--- config.mk ---
export PLATFORM = sky130hd
export DESIGN_NAME = alu_mc
export DESIGN_NICKNAME = d
export VERILOG_FILES = /design/src/rtl/alu_mc.sv
export SDC_FILE = /design/constraint.sdc
export NUM_CORES = 1
export LEC_CHECK = 0
export BUFFER_PORTS_ARGS = -buffer_cell sky130_fd_sc_hd__buf_2
export CAP_MARGIN = 20
export CORE_MARGIN = 2
export CORE_UTILIZATION = 55
export DETAILED_ROUTE_END_ITERATION = 8
export PLACE_DENSITY = 0.73
export SLEW_MARGIN = 30
export SYNTH_ARGS = -nofsm -noshare
export SYNTH_HDL_FRONTEND = slang
export SYNTH_SLANG_ARGS = --single-unit
--- constraint.sdc ---
create_clock -name clk -period 13 [get_ports clk]
set_clock_uncertainty 0.2 [all_clocks]
set_input_delay 0.65 -clock clk [delete_from_list [all_inputs] [get_ports clk]]
set_output_delay 0.65 -clock clk [all_outputs]
set_load 0.03 [all_outputs]
--- src/rtl/alu_mc.sv ---
// Multi-cycle execute-stage ALU with valid/ready handshake on both sides.
// Single-cycle ops land in the output register on accept; MUL/MULH iterate shift-add over WIDTH cycles.
module alu_mc #(
  parameter int WIDTH  = 32,
  parameter bit MUL_EN = 1'b1
) (
  input  logic             clk,
  input  logic             rst_n,
  input  logic             in_valid,
  output logic             in_ready,
  input  logic [WIDTH-1:0] val1,
  input  logic [WIDTH-1:0] val2,
  input  logic [3:0]       exec_cmd,
  input  logic             C_in,
  output logic             out_valid,
  input  logic             out_ready,
  output logic [WIDTH-1:0] ALU_res,
  output logic             C_out,
  output logic             V,
  output logic             Z,
  output logic             N
);

  localparam int CW = (WIDTH > 1) ? $clog2(WIDTH) : 1;

  typedef enum logic {S_IDLE, S_MUL} state_t;

  state_t               r_state;
  logic [CW-1:0]        r_cnt;
  logic [2*WIDTH-1:0]   r_acc;
  logic [2*WIDTH-1:0]   r_mcand;
  logic [WIDTH-1:0]     r_mplier;
  logic                 r_mulh;
  logic                 r_out_valid;
  logic [WIDTH-1:0]     r_res;
  logic                 r_c, r_v, r_z, r_n;

  logic                 w_out_free;
  logic                 w_accept;
  logic                 w_is_mul;
  logic [WIDTH:0]       w_sum;
  logic [WIDTH-1:0]     w_res;
  logic                 w_c, w_v;
  logic [2*WIDTH-1:0]   w_acc_next;
  logic [WIDTH-1:0]     w_mul_res;

  assign w_out_free = !r_out_valid || out_ready;
  assign in_ready   = rst_n && (r_state == S_IDLE) && w_out_free;
  assign w_accept   = in_valid && in_ready;
  assign w_is_mul   = MUL_EN && ((exec_cmd == 4'b1010) || (exec_cmd == 4'b1011));

  always_comb begin
    w_sum = '0;
    w_res = '0;
    w_c   = 1'b0;
    w_v   = 1'b0;
    case (exec_cmd)
      4'b0001: w_res = val2;
      4'b1001: w_res = ~val2;
      4'b0010, 4'b0011: begin
        w_sum = {1'b0, val1} + {1'b0, val2} + {{WIDTH{1'b0}}, exec_cmd[0] & C_in};
        w_res = w_sum[WIDTH-1:0];
        w_c   = w_sum[WIDTH];
        w_v   = (val1[WIDTH-1] == val2[WIDTH-1]) && (w_sum[WIDTH-1] != val1[WIDTH-1]);
      end
      4'b0100, 4'b0101: begin
        // SUB adds the +1 of two's complement; SBC substitutes the incoming carry
        w_sum = {1'b0, val1} + {1'b0, ~val2} + {{WIDTH{1'b0}}, exec_cmd[0] ? C_in : 1'b1};
        w_res = w_sum[WIDTH-1:0];
        w_c   = w_sum[WIDTH];
        w_v   = (val1[WIDTH-1] != val2[WIDTH-1]) && (w_sum[WIDTH-1] != val1[WIDTH-1]);
      end
      4'b0110: w_res = val1 & val2;
      4'b0111: w_res = val1 | val2;
      4'b1000: w_res = val1 ^ val2;
      default: w_res = '0;
    endcase
  end

  // Once the multiplier has shifted out, further steps add nothing, so a stalled
  // completion can keep stepping without disturbing the accumulator.
  assign w_acc_next = r_acc + (r_mplier[0] ? r_mcand : '0);
  assign w_mul_res  = r_mulh ? w_acc_next[2*WIDTH-1:WIDTH] : w_acc_next[WIDTH-1:0];

  always_ff @(posedge clk) begin
    if (!rst_n) begin
      r_state     <= S_IDLE;
      r_cnt       <= '0;
      r_out_valid <= 1'b0;
      r_res       <= '0;
      r_c         <= 1'b0;
      r_v         <= 1'b0;
      r_z         <= 1'b0;
      r_n         <= 1'b0;
    end else begin
      if (r_out_valid && out_ready)
        r_out_valid <= 1'b0;
      case (r_state)
        S_IDLE: begin
          if (w_accept) begin
            if (w_is_mul) begin
              r_acc    <= '0;
              r_mcand  <= {{WIDTH{1'b0}}, val1};
              r_mplier <= val2;
              r_mulh   <= exec_cmd[0];
              r_cnt    <= '0;
              r_state  <= S_MUL;
            end else begin
              r_out_valid <= 1'b1;
              r_res       <= w_res;
              r_c         <= w_c;
              r_v         <= w_v;
              r_z         <= (w_res == '0);
              r_n         <= w_res[WIDTH-1];
            end
          end
        end
        S_MUL: begin
          r_acc    <= w_acc_next;
          r_mcand  <= r_mcand << 1;
          r_mplier <= r_mplier >> 1;
          if (r_cnt == CW'(WIDTH-1)) begin
            if (w_out_free) begin
              r_out_valid <= 1'b1;
              r_res       <= w_mul_res;
              r_c         <= 1'b0;
              r_v         <= 1'b0;
              r_z         <= (w_mul_res == '0);
              r_n         <= w_mul_res[WIDTH-1];
              r_state     <= S_IDLE;
            end
          end else begin
            r_cnt <= r_cnt + CW'(1);
          end
        end
        default: r_state <= S_IDLE;
      endcase
    end
  end

  assign out_valid = r_out_valid;
  assign ALU_res   = r_res;
  assign C_out     = r_c;
  assign V         = r_v;
  assign Z         = r_z;
  assign N         = r_n;

endmodule
* After elaboration in Yosys (flattened, before gate mapping)
Cells that the tools add are included.
** Cells by class
- Add/subtract/negate cells :: 6
- Eq/ne operators :: 22
- Muxes and demuxes :: 53
- Bitwise gates (word level) :: 6
- Reductions and logical operators :: 17
** Operators with widths (count)
- $mux 64 :: 5
- $pmux 64 s2 :: 2
- $mux 32 :: 7
- $pmux 32 s7 :: 1
- $pmux 32 s2 :: 2
- $add 32x32->33 :: 2
- $add 33x1->33 :: 2
- $add 64x64->64 :: 1
- $logic_not 32->1 :: 2
- $and 32x32->32 :: 1
- $not 32->32 :: 1
- $or 32x32->32 :: 1
- $xor 32x32->32 :: 1
- $mux 1 :: 24
- $eq 4x3->1 const B :: 4
- $eq 4x4->1 const B :: 4
- $pmux 1 s2 :: 8
- $mux 5 :: 3
- $pmux 5 s2 :: 1
- $eq 4x2->1 const B :: 2
- $ne 2x2->1 const B :: 4
- $reduce_and 4->1 :: 2
- $logic_and 1x1->1 :: 6
- $reduce_and 3->1 :: 2
- other kinds (11) :: 16
** Word-level totals
- Register bits :: 204
- Output and inout bits :: 38
- Logic and storage cells :: 116

* Depth between registers and ports, before layout
- Word-level depth :: 9
- Mapped depth :: 22
- Mapped depth without buffers :: 16

* Worst setup path after synthesis
OpenSTA, ideal clock, no wires.
- Path type :: input-to-reg
- Start :: in exec_cmd[3]
- End :: reg r_acc[0] (enable)
- Setup time :: 0.682 ns
- Data arrival time :: 8.772 ns
- Slack :: 3.346 ns
- Stages on the path :: 9
- Path through :: buf_2 > buf_2 > buf_4 > buf_2 > buf_2 > nand3_1 > nor2_1 > nor2_1 > nor2_1
** On the way
- Cells in the longest elaborated chain, start to end :: 4
- Elaborated cells between the ends (all ways) :: 5
** RTL lines
- start, declared :: RTL line 13 : input logic [3:0] exec_cmd,
- $eq 4x4->1 :: RTL line 50 : assign w_is_mul = MUL_EN && ((exec_cmd == 4'b1010) || (exec_cmd == 4'b1011));
- $logic_or 1x1->1 (*) :: RTL line 50
- $ne 2x2->1 (no line) (*)
- $reduce_and 3->1 (no line) (*)
- end signal, assigned :: RTL line 119 : r_acc <= w_acc_next;
- end, declared :: RTL line 30 : logic [2*WIDTH-1:0] r_acc;
Every way passes the cells marked *; elsewhere a longest branch is shown, timed or not.
A chain may end at the register's enable or synchronous reset.

* Worst setup path in the final report
- Start :: reg r_mplier[0]
- End :: reg r_z, in the netlist Z
** On the way
- Cells in the longest elaborated chain, start to end :: 7
** RTL lines
- start, declared :: RTL line 32 : logic [WIDTH-1:0] r_mplier;
- start signal, assigned :: RTL line 104 : r_mplier <= val2;
- start signal, assigned :: RTL line 121 : r_mplier <= r_mplier >> 1;
- $mux 64 :: RTL line 82 : assign w_acc_next = r_acc + (r_mplier[0] ? r_mcand : '0);
- $add 64x64->64 :: RTL line 82
- $mux 32 :: RTL line 83 : assign w_mul_res = r_mulh ? w_acc_next[2*WIDTH-1:WIDTH] : w_acc_next[WIDTH-1:0];
- $logic_not 32->1 :: RTL line 128 : r_z <= (w_mul_res == '0);
- $mux 1 :: RTL line 123 : if (w_out_free) begin
- $mux 1 :: RTL line 122 : if (r_cnt == CW'(WIDTH-1)) begin
- $pmux 1 s2 :: RTL line 98 : case (r_state)
- end signal, assigned :: RTL line 113 : r_z <= (w_res == '0);
- end signal, assigned :: RTL line 128
- end, declared :: RTL line 36 : logic r_c, r_v, r_z, r_n;
No other way between the ends. The select of a mux whose other input is x is not followed.

==> flow_summary.ini <==
[setup_path]
cp_max_fo = 64
crit_path_end_kind = flip-flop
worstPathArrival_ns = 5.95
cp-start-kind = flip-flop
path_class = flip-flop to flip-flop
crit_required_ns = 13.31

[timing]
period_minus_slack_ns = 5.64
hold_viol_final = 0
worstMarginPinSlew_ns = 0.915
drv_slew = 0
timing.fmax_mhz = 177
max_slew_margin = 0.373
timing.final.ws_setup_ns = 7.36
setup_viol = 0
rsz0062_at_grt = false
fin_crit_sh = 0.434
setup_tns_ns = 0

[global_route]
gr-total-overflow = 0
grt_pass1_vias = 17500
grt_pass1_wl_um = 99900
grt_usage = 0.351
grt_max_degree = 110
antenna_found_initial = 0

[status]
status = finished, final reports clean

[clock_network]
clk_path_buf_depth = 3
cts_hold_buf = 0
cts_buffers = 27
root_buffer = clkbuf_16
h-tree-depth = 1
ctsResizeCount = 0
insertion_delay_ns = 0.59
clk_pin_slew_ns = 0.06
cts_sinks = 203
cts_setup_buffers = 0
cts_tree = done

[floorplan]
core_um2 = 34500
fp.dieW_um = 191
start_util = 0.559
dieArea_um2 = 36600
rows = 68
ios = 111
die_h_um = 191

[finish]
layout_common_cells = nand2_1, a21oi_1, ha_1, o21ai_0, and2_1
fill_cells = 3145
area_growth_syn_to_layout_pct = 8.22
num-nets-final = 2599
drive_above_1_share = 0.107
final_common_cell = nand2_1
diodes = 0

[drt]
wl_per_cell_um = 23.0
drcViolationCount = 0
wl_met1_um = 28100
drtAntennaViolNets = 0
wirelength_um = 65000
vias = 18200
top_layer = met4
avgViaCountPerCell = 6.47
drt_iter0_markers = 1720
wl_met3_um = 5050
wl_met2_um = 29600
dr.pass1.iters = 5

[placed_design]
dp_hpwl_um = 49100
place_congestion = 0.989
dpl_worst_slack_ns = 7.23
io_buffers = 110

[synth]
ys_seq_area_frac = 0.294
syn_area_um2 = 19300
synth-edff-count = 161
synth_top_area_share = 0.250
synth.distinct_cells = 106
synth_top_area_cell = edfxtp_1
synthFlopType = edfxtp_1
synthCells = 2334
avgSynthCellArea_um2 = 8.28
synth_nets = 2588
ys_warn_count = 0
synth_area_leaders = edfxtp_1, ha_1, and2_1
ys_ff_latch = 203
async_flop_share = 0

[pwr]
powerDensity_nw_per_um2 = 96.4
peakVddDrop_mv = 0.102
leakagePower_nw = 8.51

[job]
cap_violations = 0

[worst_hold_path]
hold_class = input pin to flip-flop
## cell families (layout without fill, tap and decap cells)
group / count (synthesis) / in the layout / share of synthesized area
XOR/XNOR: 101 / 101 / 0.0458
adder cells (fa/ha/maj): 181 / 181 / 0.119
AO/OA/AOI/OAI: 731 / 731 / 0.247
multiplexers: 39 / 39 / 0.0210
buffers and inverters: 272 / 304 / 0.0629
AND/OR/NAND/NOR: 807 / 807 / 0.210
flip-flops: 203 / 203 / 0.294
## stage by stage
stage / hold slack (ns) / instances / power (W) / area (um2) / util
4_1_cts: 0.212 / 2820 / 0.00202 / 20900 / 0.604
2_1_floorplan: 0.272 / 2334 / 0.00106 / 19300 / -
3_3_place_gp: 0.240 / 2770 / 0.00118 / 19900 / 0.575
6_report: 0.236 / 2821 / 0.00202 / 20900 / 0.605
3_5_place_dp: 0.246 / 2770 / 0.00119 / 19900 / 0.575
5_1_grt: 0.231 / 2821 / 0.00209 / 20900 / 0.605
## path summary, 6_finish.rpt
kind,start,end,slack [ns],cells past startpoint
worst max-delay path,r_mplier[0],Z,7.36,15
worst min-delay path,rst_n,r_state,0.24,2
worst max register to register,r_mplier[0],Z,7.36,15
worst min register to register,V,V,0.26,2
## where the power goes
| part | leakage, nW | switching [W] | total, W | internal, W |
|---|---|---|---|---|
| logic | 6.19 | 0.000303 | 0.000461 | 0.000157 |
| registers | 1.83 | 0.0000118 | 0.000728 | 0.000716 |
| clock network | 0.499 | 0.000322 | 0.000829 | 0.000507 |
## routing by layer
metal / track usage / vias up
li1: - / 8491
met1: 0.473 / 8793
met2: 0.567 / 812
met3: 0.0567 / 146
met4: 0.125 / 0
met5: 0 / -
## worst max-delay path: stages, from the launching register on
cell and delay, ns:
edfxtp_1 0.35, buf_4 0.49, and2_1 0.26, ha_1 0.36
a21oi_1 0.37, o21ai_0 0.28, a211oi_1 0.30, nor3_1 0.09
nor3_1 0.75, o41ai_1 0.20, xor2_1 0.25, mux2_2 0.37
nor4_1 0.45, nand4_1 0.18, nor4_1 0.45, a211o_1 0.19
## state kept, by name, indices dropped and copies added (netlist names)
signal,cells
ALU_res,32
C_out,1
V,1
Z,1
out_valid,1
r_acc,64
r_cnt,5
r_mcand,64
r_mplier,32
r_mulh,1
r_state,1
## cell type report
cell class,count,area (um2),area share
Tap cell,455,569,0.0272
Sequential cell,203,5680,0.272
Timing Repair Buffer,130,724,0.0346
Multi-Input combinational cell,1859,12500,0.596
Clock buffer,36,856,0.0409
Inverter,124,465,0.0223
Clock inverter,14,155,0.00742
## Yosys cell counts (12+ instances only)
cell and instances:
a211oi_1 35, a21o_1 34, a21oi_1 198, a22oi_1 26, a31oi_1 18, and2_1 168
and3_1 14, buf_1 12, clkbuf_1 104, clkbuf_8 14, dfxtp_1 42, edfxtp_1 161
ha_1 176, inv_1 121, mux2_2 12, mux2i_1 27, nand2_1 230, nand2b_1 18
nand3_1 45, nand4_1 35, nor2_1 159, nor2b_1 17, nor3_1 40, nor4_1 12
o211ai_1 23, o21a_1 21, o21ai_0 169, o21bai_1 22, o22ai_1 28, o31ai_1 16
xnor2_1 45, xor2_1 56
Note: power is estimated with default switching activity, not from simulation.
